$ cat config.mk
export PLATFORM = sky130hd
export DESIGN_NAME = jump_resolve_unit
export DESIGN_NICKNAME = d
export VERILOG_FILES = /design/src/rtl/jump_resolve_unit.sv
export SDC_FILE = /design/constraint.sdc
export NUM_CORES = 1
export LEC_CHECK = 0
export ABC_CLOCK_PERIOD_IN_PS = 3200
export CAP_MARGIN = 20
export CORE_ASPECT_RATIO = 1.2
export CORE_UTILIZATION = 40
export DETAILED_ROUTE_END_ITERATION = 16
export PLACE_DENSITY = 0.8
export SLEW_MARGIN = 40
export SYNTH_ARGS = -nofsm -noshare
export SYNTH_HDL_FRONTEND = slang
export SYNTH_SLANG_ARGS = --single-unit
$ cat constraint.sdc
create_clock -name clk -period 3.2 [get_ports clk]
set_input_delay 0.64 -clock clk [delete_from_list [all_inputs] [get_ports clk]]
set_output_delay 0.64 -clock clk [all_outputs]
set_load 0.1 [all_outputs]
$ cat src/rtl/jump_resolve_unit.sv
// Branch/jump resolve unit: pipelined branch resolution, JAL/JALR redirect, JALR rd-hazard stall.
// Define JMP_STATS_EN to build the saturating resolve/taken/stall counters.
module jump_resolve_unit #(
  parameter int XLEN      = 32,
  parameter int RES_LAT   = 2,
  parameter int HAZ_DEPTH = 2,
  parameter int PC_OFFSET = 8
) (
  input  logic            clk,
  input  logic            reset,
  input  logic            jmp_valid,
  input  logic [2:0]      jmp_type,
  input  logic [4:0]      rs,
  input  logic [4:0]      rd,
  input  logic [XLEN-1:0] rs_val,
  input  logic [XLEN-1:0] pc,
  input  logic [XLEN-1:0] imm,
  input  logic            cmp_zero,
  input  logic            cmp_lt,
  output logic            redirect_valid,
  output logic [XLEN-1:0] redirect_pc,
  output logic            flush_branch,
  output logic            flush_jal,
  output logic            stall,
  output logic [31:0]     stat_taken,
  output logic [31:0]     stat_resolved,
  output logic [31:0]     stat_stall
);
  localparam logic [2:0] T_JAL  = 3'b010;
  localparam logic [2:0] T_JALR = 3'b011;

  logic [RES_LAT-1:0]           vld_pipe;
  logic [RES_LAT-1:0][2:0]      type_pipe;
  logic [RES_LAT-1:0][XLEN-1:0] tgt_pipe;
  logic [HAZ_DEPTH-1:0][4:0]    rd_hist;

  logic            is_jump, res_valid, cond, taken, haz_hit, accept;
  logic [2:0]      res_type;
  logic [XLEN-1:0] br_target, jal_sum, jal_target;

  assign is_jump   = (jmp_type == T_JAL) || (jmp_type == T_JALR);
  assign res_valid = vld_pipe[RES_LAT-1];
  assign res_type  = type_pipe[RES_LAT-1];

  // type[2] selects the lt-based family, type[0] inverts the condition
  always_comb begin
    cond = 1'b0;
    if (res_type[2]) cond = res_type[0] ? !cmp_lt   : cmp_lt;
    else             cond = res_type[0] ? !cmp_zero : cmp_zero;
  end

  assign taken = res_valid && cond;

  always_comb begin
    haz_hit = 1'b0;
    for (int i = 0; i < HAZ_DEPTH; i++)
      if (rd_hist[i] == rs) haz_hit = 1'b1;
  end

  assign stall  = (jmp_valid && is_jump && (|vld_pipe)) ||
                  ((jmp_type == T_JALR) && (rs != 5'd0) && haz_hit);
  assign accept = jmp_valid && is_jump && !stall && !taken;

  assign br_target  = pc + imm - XLEN'(PC_OFFSET);
  assign jal_sum    = rs_val + imm;
  assign jal_target = (jmp_type == T_JALR) ? {jal_sum[XLEN-1:1], 1'b0} : jal_sum;

  assign redirect_valid = taken || accept;
  assign redirect_pc    = taken  ? tgt_pipe[RES_LAT-1] :
                          accept ? jal_target : '0;

  always_ff @(posedge clk) begin
    if (reset) begin
      vld_pipe     <= '0;
      type_pipe    <= '0;
      tgt_pipe     <= '0;
      rd_hist      <= '0;
      flush_branch <= 1'b0;
      flush_jal    <= 1'b0;
    end else begin
      // a taken resolve squashes everything younger, including this cycle's entry
      vld_pipe[0]  <= jmp_valid && !is_jump && !stall && !taken;
      type_pipe[0] <= jmp_type;
      tgt_pipe[0]  <= br_target;
      for (int i = 1; i < RES_LAT; i++) begin
        vld_pipe[i]  <= vld_pipe[i-1] && !taken;
        type_pipe[i] <= type_pipe[i-1];
        tgt_pipe[i]  <= tgt_pipe[i-1];
      end
      if (taken) rd_hist <= '0;
      else begin
        rd_hist[0] <= stall ? 5'd0 : rd;
        for (int i = 1; i < HAZ_DEPTH; i++) rd_hist[i] <= rd_hist[i-1];
      end
      flush_branch <= taken;
      flush_jal    <= accept;
    end
  end

`ifdef JMP_STATS_EN
  logic [31:0] cnt_taken, cnt_res, cnt_stall;

  always_ff @(posedge clk) begin
    if (reset) begin
      cnt_taken <= '0;
      cnt_res   <= '0;
      cnt_stall <= '0;
    end else begin
      if (res_valid && cnt_res   != 32'hFFFF_FFFF) cnt_res   <= cnt_res + 32'd1;
      if (taken     && cnt_taken != 32'hFFFF_FFFF) cnt_taken <= cnt_taken + 32'd1;
      if (stall     && cnt_stall != 32'hFFFF_FFFF) cnt_stall <= cnt_stall + 32'd1;
    end
  end

  assign stat_taken    = cnt_taken;
  assign stat_resolved = cnt_res;
  assign stat_stall    = cnt_stall;
`else
  assign stat_taken    = '0;
  assign stat_resolved = '0;
  assign stat_stall    = '0;
`endif
endmodule

Word level (Yosys, flattened, before mapping)
Index checks and enable logic that the tools add are counted.
{"block": "classes", "addsub": 3, "n_eq_ne": 4, "muxes": 8, "n_reduce_logical": 23}
{"op": "adder 32 bit", "count": 2}
{"op": "2-to-1 mux 32 bit", "count": 2}
{"op": "subtractor 32 x 4 -> 32 bit (second input constant)", "count": 1}
{"op": "logical AND 1 bit", "count": 11}
{"op": "equality test 5 bit", "count": 2}
{"op": "equality test 3 x 2 -> 1 bit (second input constant)", "count": 2}
{"op": "2-to-1 mux 1 bit", "count": 6}
{"op": "zero test 1 bit", "count": 5}
{"op": "nonzero test 5 bit", "count": 1}
{"op": "OR reduction 2 bit", "count": 2}
{"op": "logical OR 1 bit", "count": 3}
{"op": "OR reduction 3 bit", "count": 1}
{"block": "totals", "reg_bits": 84, "in_bits": 114, "elab_cells": 47}

Longest topological paths before layout
{"block": "depth", "depth_word": 10, "depth_mapped": 12, "ltp_nobuf": 11}

Worst setup path before layout
OpenSTA, ideal clock, no wires.
{"block": "synth_path", "path_type": "input-to-output", "from": "input rs_val[0]", "to": "output redirect_pc[26]", "arrival_ps": 4229, "required_ps": 2560, "slack_ps": -1669, "cell_stages": 10, "cell_sequence": "ha_1 -> inv_1 -> fa_1 -> nor2b_1 -> o31a_2 -> o211ai_2 -> nand3_1 -> a31oi_1 -> xor2_1 -> o21ai_0"}
{"block": "synth_between", "elab_chain_len": 3}
{"item": "from (decl)", "line": "15", "rtl": "input logic [XLEN-1:0] rs_val,"}
{"item": "adder 32 bit", "line": "65", "rtl": "assign jal_sum = rs_val + imm;"}
{"item": "2-to-1 mux 32 bit", "line": "70", "rtl": "accept ? jal_target : '0;"}
{"item": "2-to-1 mux 32 bit", "line": "69", "rtl": "assign redirect_pc = taken ? tgt_pipe[RES_LAT-1] :"}
{"item": "to (decl)", "line": "21", "rtl": "output logic [XLEN-1:0] redirect_pc,"}
No other way between the ends.

Worst setup path in the final report
{"block": "layout_path", "from": "input rs_val[0]", "to": "output redirect_pc[28]"}
The elaborated chain is that of the path after synthesis.

==> results.ini <==
[floorplan]
die_x_um=130
coreArea_sq_um=19100
start_util_pct=41.2
die-area_sq_um=20200
dieHeight_um=155
io_pins=246
rows=55

[timing]
finalHoldViolations=0
drv_slew=0
worst_slew_pin_slew_ns=0.647
setup_violations=24
postLayoutSetupSlackWorst_ns=-0.443
rsz0062_at_grt=yes
slew_headroom_pct=56.9
period_share_pct=114
finalCriticalPeriod_ns=3.64
finalClockSkew_ns=0.00883
timing.fmax_ghz=0.274

[routing]
first_pass_iters=7
wl_per_cell_um=18.6
vias=8853
drt_iter0_markers=639
drc=0
drt-total-wl_um=30900
antenna_left=0
via_per_inst=5.32

[cts]
root_buffer=clkbuf_16
clock-sinks=82
clock_latency_ns=0.34
cts_buffers=9
htreeDepth=3
cts_buffer_depth=2
clk_pin_slew_ns=0.06
cts_tree=built

[yosys]
yosysWarnings=0
ys_seq_area_share_pct=20.9
synth_edf_count=0
yosysTopAreaCellShare_pct=20.9
async_flop_share_pct=0
synth.distinct_cells=76
synth_area_leaders=dfxtp_1 21%, ha_1 15%, buf_4 9.4%
yosysTopAreaCell=dfxtp_1
synthCells=1023
ys_ff_latch=82
synth_area_sq_um=7850
synth_top_flop_cell=dfxtp_1
avgSynthCellArea_sq_um=7.67

[cells_and_area]
regArea_sq_um=1640
antennaDiodeCount=0
final_cell_mix=230 x buf_4, 116 x inv_1, 96 x conb_1
layout_commonest_cell=buf_4
syn_to_final_growth_pct=71.4
layoutNonFillerInstCount=1664
drive_gt1_share_pct=40.8
nFillCells=1322
layout.nets=1611
multi_input_area_sq_um=6940
final_area_sq_um=13500

[placed_design]
dp_hpwl_um=19600
placed_area_sq_um=11500
gp_congestion=0.933
port_buffers=149
dp.cells=1605

[grt]
grt_pass1_wl_um=43000
antenna_found_initial=0
gr-usage-all-layers_pct=27.4
grt_pass1_vias=8622
grt_max_degree=45
grt-ovfl-total=0

[pwr]
switchingPower_uw=2350
power_frac_seq_pct=22.2
power.share.combinational_pct=58.3
switching_share_pct=43.5
leakagePower_uw=0.00623
powerDensity_nw_per_um2=402
vdd_ir_drop_max_v=0.000300
p_clk_share_pct=19.6
p_int_uw=3060

[outcome]
violations=negative setup slack
outcome=finished, violations left

[worst_setup_path]
critPathLaunchType=primary input
crit_required_ns=2.56
timing.rr.start=rd_hist[3]$_SDFF_PP0_
crit_start=rs_val[0]
path_class=in -> out
cp_num_buf_inv=3
cp_cell_sequence=buf_8 -> ha_4 -> inv_2 -> fa_2 -> nor2b_2 -> o31a_2 -> o211ai_4 -> a211o_4 -> a2111oi_4 -> o21ai_1 -> a32o_4 -> buf_12
critical_path_peak_fanout=2
critPathArrivalTime_ns=3.00
crit_family=compound AO/OA/AOI/OAI gates
cp_slowest_cell=a211o_4
cpPeakStageDelay_ns=0.37
worstSetupEndpointType=output port

[worst_hold_path]
min_path_type=reg -> reg
min_from=tgt_pipe[31]$_SDFF_PP0_

[flow_run]
cap_violations=0

[cell usage after synthesis, drive strengths merged, types with 5 or more instances]
master  instances
a211oi         12
a21o           26
a21oi          63
a31oi           7
a32o            7
and2           16
and3           11
buf           106
clkbuf         24
dfxtp          82
ha             92
inv           130
mux2            5
nand2          64
nand2b          6
nand3          21
nand4          10
nor2           55
nor2b          51
nor3           16
o211ai         10
o21a            9
o21ai          67
o21bai          7
or3            12
xnor2          22
xor2           26
[worst register-to-register path, stage by stage (launching register included)]
cell,delay (ns)
dfxtp_1,0.35
xor2_1,0.19
nor2_1,0.08
a22oi_2,0.29
o22ai_1,0.23
nor3_1,0.46
and3b_1,0.22
[area by class of cell]
class / instances / share of cell area (%)
Multi-Input combinational cell: 776 / 51.6
Timing Repair Buffer: 404 / 28.0
Sequential cell: 82 / 12.2
Inverter: 130 / 3.63
Tap cell: 256 / 2.38
Clock buffer: 9 / 1.67
Clock inverter: 7 / 0.576
[worst paths after layout]
kind	slack (ns)	depth (start not counted)	endpoint
setup reg to reg	1.33	6	vld_pipe[0]$_SDFF_PP0_
hold / removal	0.43	1	tgt_pipe[63]$_SDFF_PP0_
setup / recovery	-0.44	12	redirect_pc[28]
hold reg to reg	0.43	1	tgt_pipe[63]$_SDFF_PP0_
[per-layer routing]
| metal | part of all wire (%) | vias to the layer above | GRT usage (%) |
|---|---|---|---|
| met5 | 0 | - | 0 |
| met4 | 5.7 | 0 | 16.2 |
| met3 | 6.1 | 147 | 4.88 |
| met2 | 50 | 484 | 48.6 |
| met1 | 38 | 4156 | 30.3 |
| li1 | - | 4066 | - |
[kinds of logic after synthesis]
family / Yosys count / synth area share (%)
AND/OR/NAND/NOR: 279 / 18.2
buffers and inverters: 260 / 17.3
AO/OA/AOI/OAI: 253 / 22.2
adder cells (fa/ha/maj): 94 / 15.2
flip-flops: 82 / 20.9
XOR/XNOR: 48 / 5.36
multiplexers: 6 / 0.845
other: 1 / 0.0478
[state kept, by name, summed over array words and instances (netlist names)]
register / count
res_type: 2
type_pipe: 2
rd_hist: 10
flush_jal: 1
vld_pipe: 2
tgt_pipe: 64
flush_branch: 1
[through the flow]
step | setup slack (ns) | util (%) | setup TNS (ns) | total power, uW | hold slack (ns)
3_3_place_gp | -0.878 | 60.3 | -23.58 | 3740 | 0.417
3_5_place_dp | -0.946 | 60.3 | -25.60 | 3780 | 0.420
6_report | -0.443 | 70.6 | -6.70 | 5410 | 0.432
2_1_floorplan | -0.855 | - | -5.75 | 2970 | 0.414
5_1_grt | -0.489 | 70.6 | -8.43 | 5640 | 0.447
4_1_cts | -0.555 | 67.4 | -6.61 | 5080 | 0.434
[power by group through the flow]
| stage | clock (uW) | sequential, uW | combinational, uW |
|---|---|---|---|
| CTS | 1070 | 1190 | 2830 |
| global placement | 0 | 1200 | 2540 |
| global route | 1120 | 1200 | 3320 |
| finish | 1060 | 1200 | 3150 |
| floorplan | 0 | 1200 | 1770 |
| detailed placement | 0 | 1210 | 2570 |
[timing repair]
action	in CTS	in global routing
hold buffers	0	0
cloned	1	1
pin swaps	91	96
gates resized for setup	271	165
endpoints found under the setup margin	46	41
buffers inserted	28	17
No activity file was read; power rests on OpenSTA's default activity.
